`config.mk`:
```
export PLATFORM = sky130hd
export DESIGN_NAME = cam_reg_sequencer
export DESIGN_NICKNAME = d
export VERILOG_FILES = /design/src/rtl/cam_reg_sequencer.sv
export SDC_FILE = /design/constraint.sdc
export NUM_CORES = 1
export LEC_CHECK = 0
export ABC_AREA = 0
export ABC_CLOCK_PERIOD_IN_PS = 1900
export CORE_UTILIZATION = 40
export DETAILED_ROUTE_END_ITERATION = 8
export DONT_BUFFER_PORTS = 1
export PLACE_DENSITY_LB_ADDON = 0.08
export SLEW_MARGIN = 20
export SYNTH_ARGS = -nofsm -noshare
export SYNTH_HDL_FRONTEND = slang
export SYNTH_SLANG_ARGS = --single-unit
export TNS_END_PERCENT = 100
```
`constraint.sdc`:
```
create_clock -name clk -period 1.9 [get_ports clk]
set_clock_uncertainty 0.1 [all_clocks]
set_input_delay 0.38 -clock clk [delete_from_list [all_inputs] [get_ports clk]]
set_output_delay 0.38 -clock clk [all_outputs]
set_load 0.01 [all_outputs]
```
`src/rtl/cam_reg_sequencer.sv`:
```
// Purpose: walks a {reg_addr, reg_data} table and issues camera register writes with NACK retry (CAM_SEQ_DELAY_EN adds delay entries).
// Latency: start or entry advance to cmd_valid is 2 cycles (fetch + decode); a delay entry adds reg_data*TICKS_PER_MS cycles.
// Backpressure: cmd_valid holds cmd_addr/cmd_data stable until cmd_ready; one write outstanding until rsp_valid.
module cam_reg_sequencer #(
  parameter  int ADDR_W       = 8,
  parameter  int DATA_W       = 8,
  parameter  int DEPTH        = 256,
  parameter  int MAX_RETRY    = 3,
  parameter  int TICKS_PER_MS = 25000,
  localparam int IDX_W        = (DEPTH > 1) ? $clog2(DEPTH) : 1
) (
  input  logic                     clk,
  input  logic                     rst_n,
  input  logic                     start,
  output logic [IDX_W-1:0]         tbl_addr,
  input  logic [ADDR_W+DATA_W-1:0] tbl_data,
  output logic                     cmd_valid,
  input  logic                     cmd_ready,
  output logic [ADDR_W-1:0]        cmd_addr,
  output logic [DATA_W-1:0]        cmd_data,
  input  logic                     rsp_valid,
  input  logic                     rsp_nack,
  output logic                     busy,
  output logic                     done,
  output logic                     error,
  output logic [IDX_W-1:0]         err_idx
);

  localparam int RTY_W = (MAX_RETRY > 0) ? $clog2(MAX_RETRY + 1) : 1;

  typedef enum logic [2:0] {
    IDLE, FETCH, DECODE, ISSUE, WAIT_RSP, DONE, ERR
`ifdef CAM_SEQ_DELAY_EN
    , DELAY
`endif
  } state_t;

  state_t            state, state_nxt;
  logic [IDX_W-1:0]  idx;
  logic [RTY_W-1:0]  retry;
  logic [ADDR_W-1:0] ent_addr;
  logic [DATA_W-1:0] ent_data;
  logic              ent_end, idx_last;
  logic              seq_clr, idx_adv, rty_inc, cmd_ld, err_ld;

`ifdef CAM_SEQ_DELAY_EN
  // Sized so that (2^DATA_W-1)*TICKS_PER_MS cannot overflow.
  localparam int CNT_W = DATA_W + $clog2(TICKS_PER_MS + 1);
  logic [CNT_W-1:0] dly_cnt;
  logic             dly_ld;
`endif

  assign ent_addr = tbl_data[ADDR_W+DATA_W-1:DATA_W];
  assign ent_data = tbl_data[DATA_W-1:0];
  assign ent_end  = (&ent_addr) && (&ent_data);
  assign idx_last = (idx == IDX_W'(DEPTH - 1));

  assign tbl_addr  = idx;
  assign cmd_valid = (state == ISSUE);
  assign done      = (state == DONE);
  assign error     = (state == ERR);
  assign busy      = (state != IDLE) && (state != DONE) && (state != ERR);

  // State register.
  always_ff @(posedge clk or negedge rst_n) begin
    if (!rst_n) state <= IDLE;
    else        state <= state_nxt;
  end

  // Next state and control strobes; start restarts from index 0 in every state.
  always_comb begin
    state_nxt = state;
    seq_clr   = 1'b0;
    idx_adv   = 1'b0;
    rty_inc   = 1'b0;
    cmd_ld    = 1'b0;
    err_ld    = 1'b0;
`ifdef CAM_SEQ_DELAY_EN
    dly_ld    = 1'b0;
`endif
    if (start) begin
      state_nxt = FETCH;
      seq_clr   = 1'b1;
    end else begin
      case (state)
        FETCH: state_nxt = DECODE;
        DECODE: begin
          if (ent_end) begin
            state_nxt = DONE;
`ifdef CAM_SEQ_DELAY_EN
          end else if (&ent_addr) begin
            state_nxt = DELAY;
            dly_ld    = 1'b1;
`endif
          end else begin
            state_nxt = ISSUE;
            cmd_ld    = 1'b1;
          end
        end
        ISSUE: if (cmd_ready) state_nxt = WAIT_RSP;
        WAIT_RSP: begin
          if (rsp_valid) begin
            if (!rsp_nack) begin
              idx_adv = 1'b1;
              if (idx_last) state_nxt = DONE;
              else          state_nxt = FETCH;
            end else if (retry < RTY_W'(MAX_RETRY)) begin
              rty_inc   = 1'b1;
              state_nxt = ISSUE;
            end else begin
              err_ld    = 1'b1;
              state_nxt = ERR;
            end
          end
        end
`ifdef CAM_SEQ_DELAY_EN
        DELAY: begin
          if (dly_cnt <= CNT_W'(1)) begin
            idx_adv = 1'b1;
            if (idx_last) state_nxt = DONE;
            else          state_nxt = FETCH;
          end
        end
`endif
        default: state_nxt = state;
      endcase
    end
  end

  // Table index, retry count, latched write and failing index; the index saturates at DEPTH-1.
  always_ff @(posedge clk or negedge rst_n) begin
    if (!rst_n) begin
      idx      <= '0;
      retry    <= '0;
      cmd_addr <= '0;
      cmd_data <= '0;
      err_idx  <= '0;
    end else begin
      if (seq_clr) begin
        idx   <= '0;
        retry <= '0;
      end else if (idx_adv) begin
        retry <= '0;
        if (!idx_last) idx <= idx + IDX_W'(1);
      end else if (rty_inc) begin
        retry <= retry + RTY_W'(1);
      end
      if (cmd_ld) begin
        cmd_addr <= ent_addr;
        cmd_data <= ent_data;
      end
      if (err_ld) err_idx <= idx;
    end
  end

`ifdef CAM_SEQ_DELAY_EN
  // Delay countdown; a zero-length delay still spends one cycle in DELAY.
  always_ff @(posedge clk or negedge rst_n) begin
    if (!rst_n) begin
      dly_cnt <= '0;
    end else if (dly_ld) begin
      dly_cnt <= CNT_W'(ent_data) * CNT_W'(TICKS_PER_MS);
    end else if ((state == DELAY) && (dly_cnt != '0)) begin
      dly_cnt <= dly_cnt - CNT_W'(1);
    end
  end
`endif

endmodule

```
# == Word-level counts from Yosys, hierarchy flattened ==
# Index checks and enable logic that the tools add are counted.
# op_classes
n_addsub,2
eq_ne,12
n_lt_le_gt_ge,1
n_mux,32
n_reduce_logical,11
# ops
op,n
two-way mux 8 bit,3
two-way mux 3 bit,7
two-way mux 1 bit,18
AND reduction 8 bit,2
one-hot mux 3 bit (4 select lines),1
"== test 3 bit, second input constant",3
"inequality test 3 bit, second input constant",3
"adder 8 x 1 -> 8 bit, second input constant",1
"== test 8 bit, second input constant",1
"== test 3 x 2 -> 1 bit, second input constant",2
two-way mux 2 bit,3
nonzero test 3 bit,2
nonzero test 5 bit,1
"== test 3 x 1 -> 1 bit, second input constant",1
logical AND 1 bit,3
"inequality test 3 x 2 -> 1 bit, second input constant",1
AND reduction 3 bit,1
"adder 2 x 1 -> 2 bit, second input constant",1
"< comparator 2 bit, second input constant",1
"inequality test 2 x 1 -> 1 bit, second input constant",1
AND reduction 2 bit,1
nonzero test 2 bit,1
# totals
register_bits,37
input_bits,22
wordCells,64
out_inout_bits,36

# == Longest topological paths before layout ==
# depth
depth_word,9
mapped_depth,5
mapped_depth_nobuf,5

# == Worst setup path after synthesis ==
# No wires, ideal clock.
# synth_timing
path_kind,reg-to-reg
start,"register idx[0], in the netlist tbl_addr[0]"
end,"register idx[7], in the netlist tbl_addr[7]"
synth_period_minus_slack_ps,1891
setup_time_ps,120
path_stages_with_launch,6
required_ps,1680
slack_ps,9
arrival_time_ps,1671
n_path_buf,0
path_cell_list,dfrtp_1 ha_1 and3_1 a2111oi_4 a21oi_1 a31o_2
# synth_via
elab_chain_len,4
word_cells_on_any_way,7
cone_classes,1 x add/sub; 2 x eq/ne; 3 x mux; 1 x reduce/logical
# synth_rtl
item,line_no,source
start: declaration,39,logic [IDX_W-1:0] idx;
start signal: assignment,144,if (!idx_last) idx <= idx + IDX_W'(1);
adder 8 x 1 -> 8 bit,144,
two-way mux 8 bit,144,
two-way mux 8 bit,142,end else if (idx_adv) begin
two-way mux 8 bit,139,if (seq_clr) begin
# Parallel ways exist; a longest one is shown, timed or not. The select of a mux whose other input is x is not followed.
# A chain may end at the register's enable or synchronous reset.

# == Worst setup path after layout ==
# layout_timing
start,"register idx[0], in the netlist tbl_addr[0]"
end,"register idx[2], in the netlist tbl_addr[2]"
# The elaborated chain is that of the path after synthesis.

==> metrics.csv <==
metric,value,unit
finalSetupTns,0,ns
start_kind,flip-flop,
synth.avg_cell_area,12.54,µm²
drv_cap,0,
ys_warn_count,0,
vias_per_cell,5.695,
gr-total-overflow,0,
grt_first_pass_wirelength,5478,µm
leakage,0.9133,nW
coreArea,0.004144,mm²
period_needed,1.818,ns
clkPwrFrac,26.7,%
fin_nets,186,
numPortBuffers,0,
synth_fp_nets,167,
worstMarginPinSlew,0.3903,ns
place.gp.congestion,0.7930,
cts_buffers,5,
cellInternalPower,0.001414,W
tritoncts,built,
hold_path.class,input pin to flip-flop,
finalInstanceArea,0.002072,mm²
ys_top_cells_by_area,"dfrtp_1 52%, mux2_2 16%, a21oi_1 2.2%",
cts_max_path_buffers,2,
ir_drop,632.8,µV
dpl_cell_area,0.001947,mm²
critPathMaxFanout,4,
drcViolationCount,0,
cts_root_buffer,clkbuf_8,
fin_crit_sh,95.67,%
end_kind,flip-flop,
syn_inst,143,
ys_ff_latch,37,
clock_sinks,37,
hold_ws,0.04385,ns
synthToLayoutAreaGrowth,15.56,%
grt_setup_unrepaired,false,
post_drt_wl_per_cell,16.55,µm
die_w,68.95,µm
p_total,0.002024,W
max_freq,550.2,MHz
hold_viol_final,0,
antenna_found_initial,0,
pin_count,58,
diodes,0,
place_hpwl,2596,µm
cp_data_required_time,1.99,ns
rows,23,
pre_cts_slack,0.07055,ns
netlist.area_leader.share,51.64,%
start_util,43.27,%
die_area,0.004754,mm²
drtIter0Drc,42,
track_usage,16.40,%
ys_seq_area_share,51.64,%
power_switching,0.0006098,W
status,"complete, no violations",
grt_max_degree,38,
vias,1213,
htreeDepth,2,
yosys.area.top_type,dfrtp_1,
yosys.cell_types.count,39,
grt_pass1_vias,1198,
fill_cells,406,
firstDrtPassIters,4,
drt.antenna.violating_nets,0,
setup_violations,0,
cp.arrival,1.90,ns
report.final.slew_viol_count,0,
path_class,flip-flop to flip-flop,
pwr-share-comb,15.5,%
setup_ws,0.08235,ns
p_seq_share,57.8,%
swShare,30.13,%
p_per_area,976.9,mW/mm²
clkTransAtPathRegs,0.07,ns
finalWirelength,3526,µm
drive_above_1_share,37.42,%
max-slew-margin-rel,73.93,%
die_h,68.95,µm
netlist_area,0.001793,mm²
clkLatencyLatePin,0.29,ns
cell families (layout without fill, tap and decap cells):
kind of cell,after synthesis,count (layout),synth area share (%)
and+or+nand+nor,45,45,17.66
AOI/OAI and AO/OA,21,21,8.793
adders and majority gates,2,2,1.395
DFF,37,37,51.64
buffers and inverters,8,28,2.303
xor gates and xnor gates,4,4,1.954
muxes,26,26,16.26
state kept, by name (all words and copies together) (netlist names):
signal,cells
tbl_addr,8
state,3
cmd_addr,8
err_idx,8
retry,2
cmd_data,8
area by class of cell:
class | instances | area (µm²) | area share, %
Timing Repair Buffer | 18 | 162.7 | 7.850
Inverter | 2 | 7.507 | 0.3623
Clock inverter | 3 | 17.52 | 0.8454
Sequential cell | 37 | 925.9 | 44.69
Tap cell | 50 | 62.56 | 3.019
Multi-Input combinational cell | 98 | 827.0 | 39.92
Clock buffer | 5 | 68.82 | 3.321
placed cells by master (no fill, tap or decap), drive strengths merged, types with 4 or more instances in the layout:
| cell | Yosys | final |
|---|---|---|
| dfrtp | 37 | 37 |
| mux2 | 25 | 25 |
| buf | 2 | 17 |
| nor2 | 9 | 9 |
| a21oi | 8 | 8 |
| nand4 | 5 | 5 |
| nand2 | 5 | 5 |
| clkbuf | 4 | 5 |
| nor3b | 4 | 4 |
cells in the mapped netlist (all sizes together):
cell type  count
dfrtp         37
mux2          25
nor2           9
a21oi          8
nand2          5
nand4          5
clkbuf         4
nor3b          4
a31o           3
and3           3
nand2b         3
nor3           3
o21ai          3
xnor2          3
a211oi         2
a31oi          2
and4           2
buf            2
ha             2
inv            2
nand3          2
a2111oi        1
a211o          1
a22oi          1
and2           1
and4b          1
mux2i          1
nand3b         1
nand4bb        1
nor2b          1
nor4           1
nor4b          1
or2            1
or2b           1
xor2           1
critical path, cell delays in order (launching register included):
cell and delay [ns]:
dfrtp_1 0.39, ha_1 0.22, and3_2 0.26, a211oi_2 0.40, a21oi_1 0.12, a31o_2 0.22
timing repair:
item	in CTS	in global routing
gates resized for setup	0	1
buffers inserted	0	1
endpoints found under the hold margin	37	0
endpoints found under the setup margin	0	2
hold buffers	2	0
metrics by stage:
step	std cells	util, %
floorplan	143	-
global placement	202	46.98
detailed placement	202	46.98
CTS	212	49.79
global route	213	50.00
finish	213	50.00
final timing paths:
| check | startpoint | to | slack, ns | cells past startpoint |
|---|---|---|---|---|
| worst min register to register | retry[0] | retry[0] | 0.47 | 2 |
| min in group asynchronous | rst_n | err_idx[7] | 0.46 | 2 |
| worst max register to register | tbl_addr[0] | tbl_addr[2] | 0.08 | 5 |
| worst max-delay path | tbl_addr[0] | tbl_addr[2] | 0.08 | 5 |
| worst min-delay path | start | state[2] | 0.04 | 1 |
| max in group asynchronous | rst_n | cmd_data[3] | 1.05 | 2 |
layer usage:
layer / global-route usage (%) / vias to the layer above / share of wire [%]
met5: 0 / - / 0
met4: 5.357 / 0 / 1.2
met3: 8.882 / 6 / 8.8
met2: 25.36 / 41 / 48
met1: 19.32 / 608 / 41
li1: - / 558 / -
power groups by stage:
stage               clock (W)  sequential [W]  combinational (W)
finish               0.000540         0.00117           0.000314
global route         0.000605         0.00120           0.000348
CTS                  0.000558         0.00118           0.000319
detailed placement          0         0.00119           0.000295
global placement            0         0.00119           0.000282
floorplan                   0         0.00116           0.000252
Note: power is estimated with default switching activity, not from simulation.
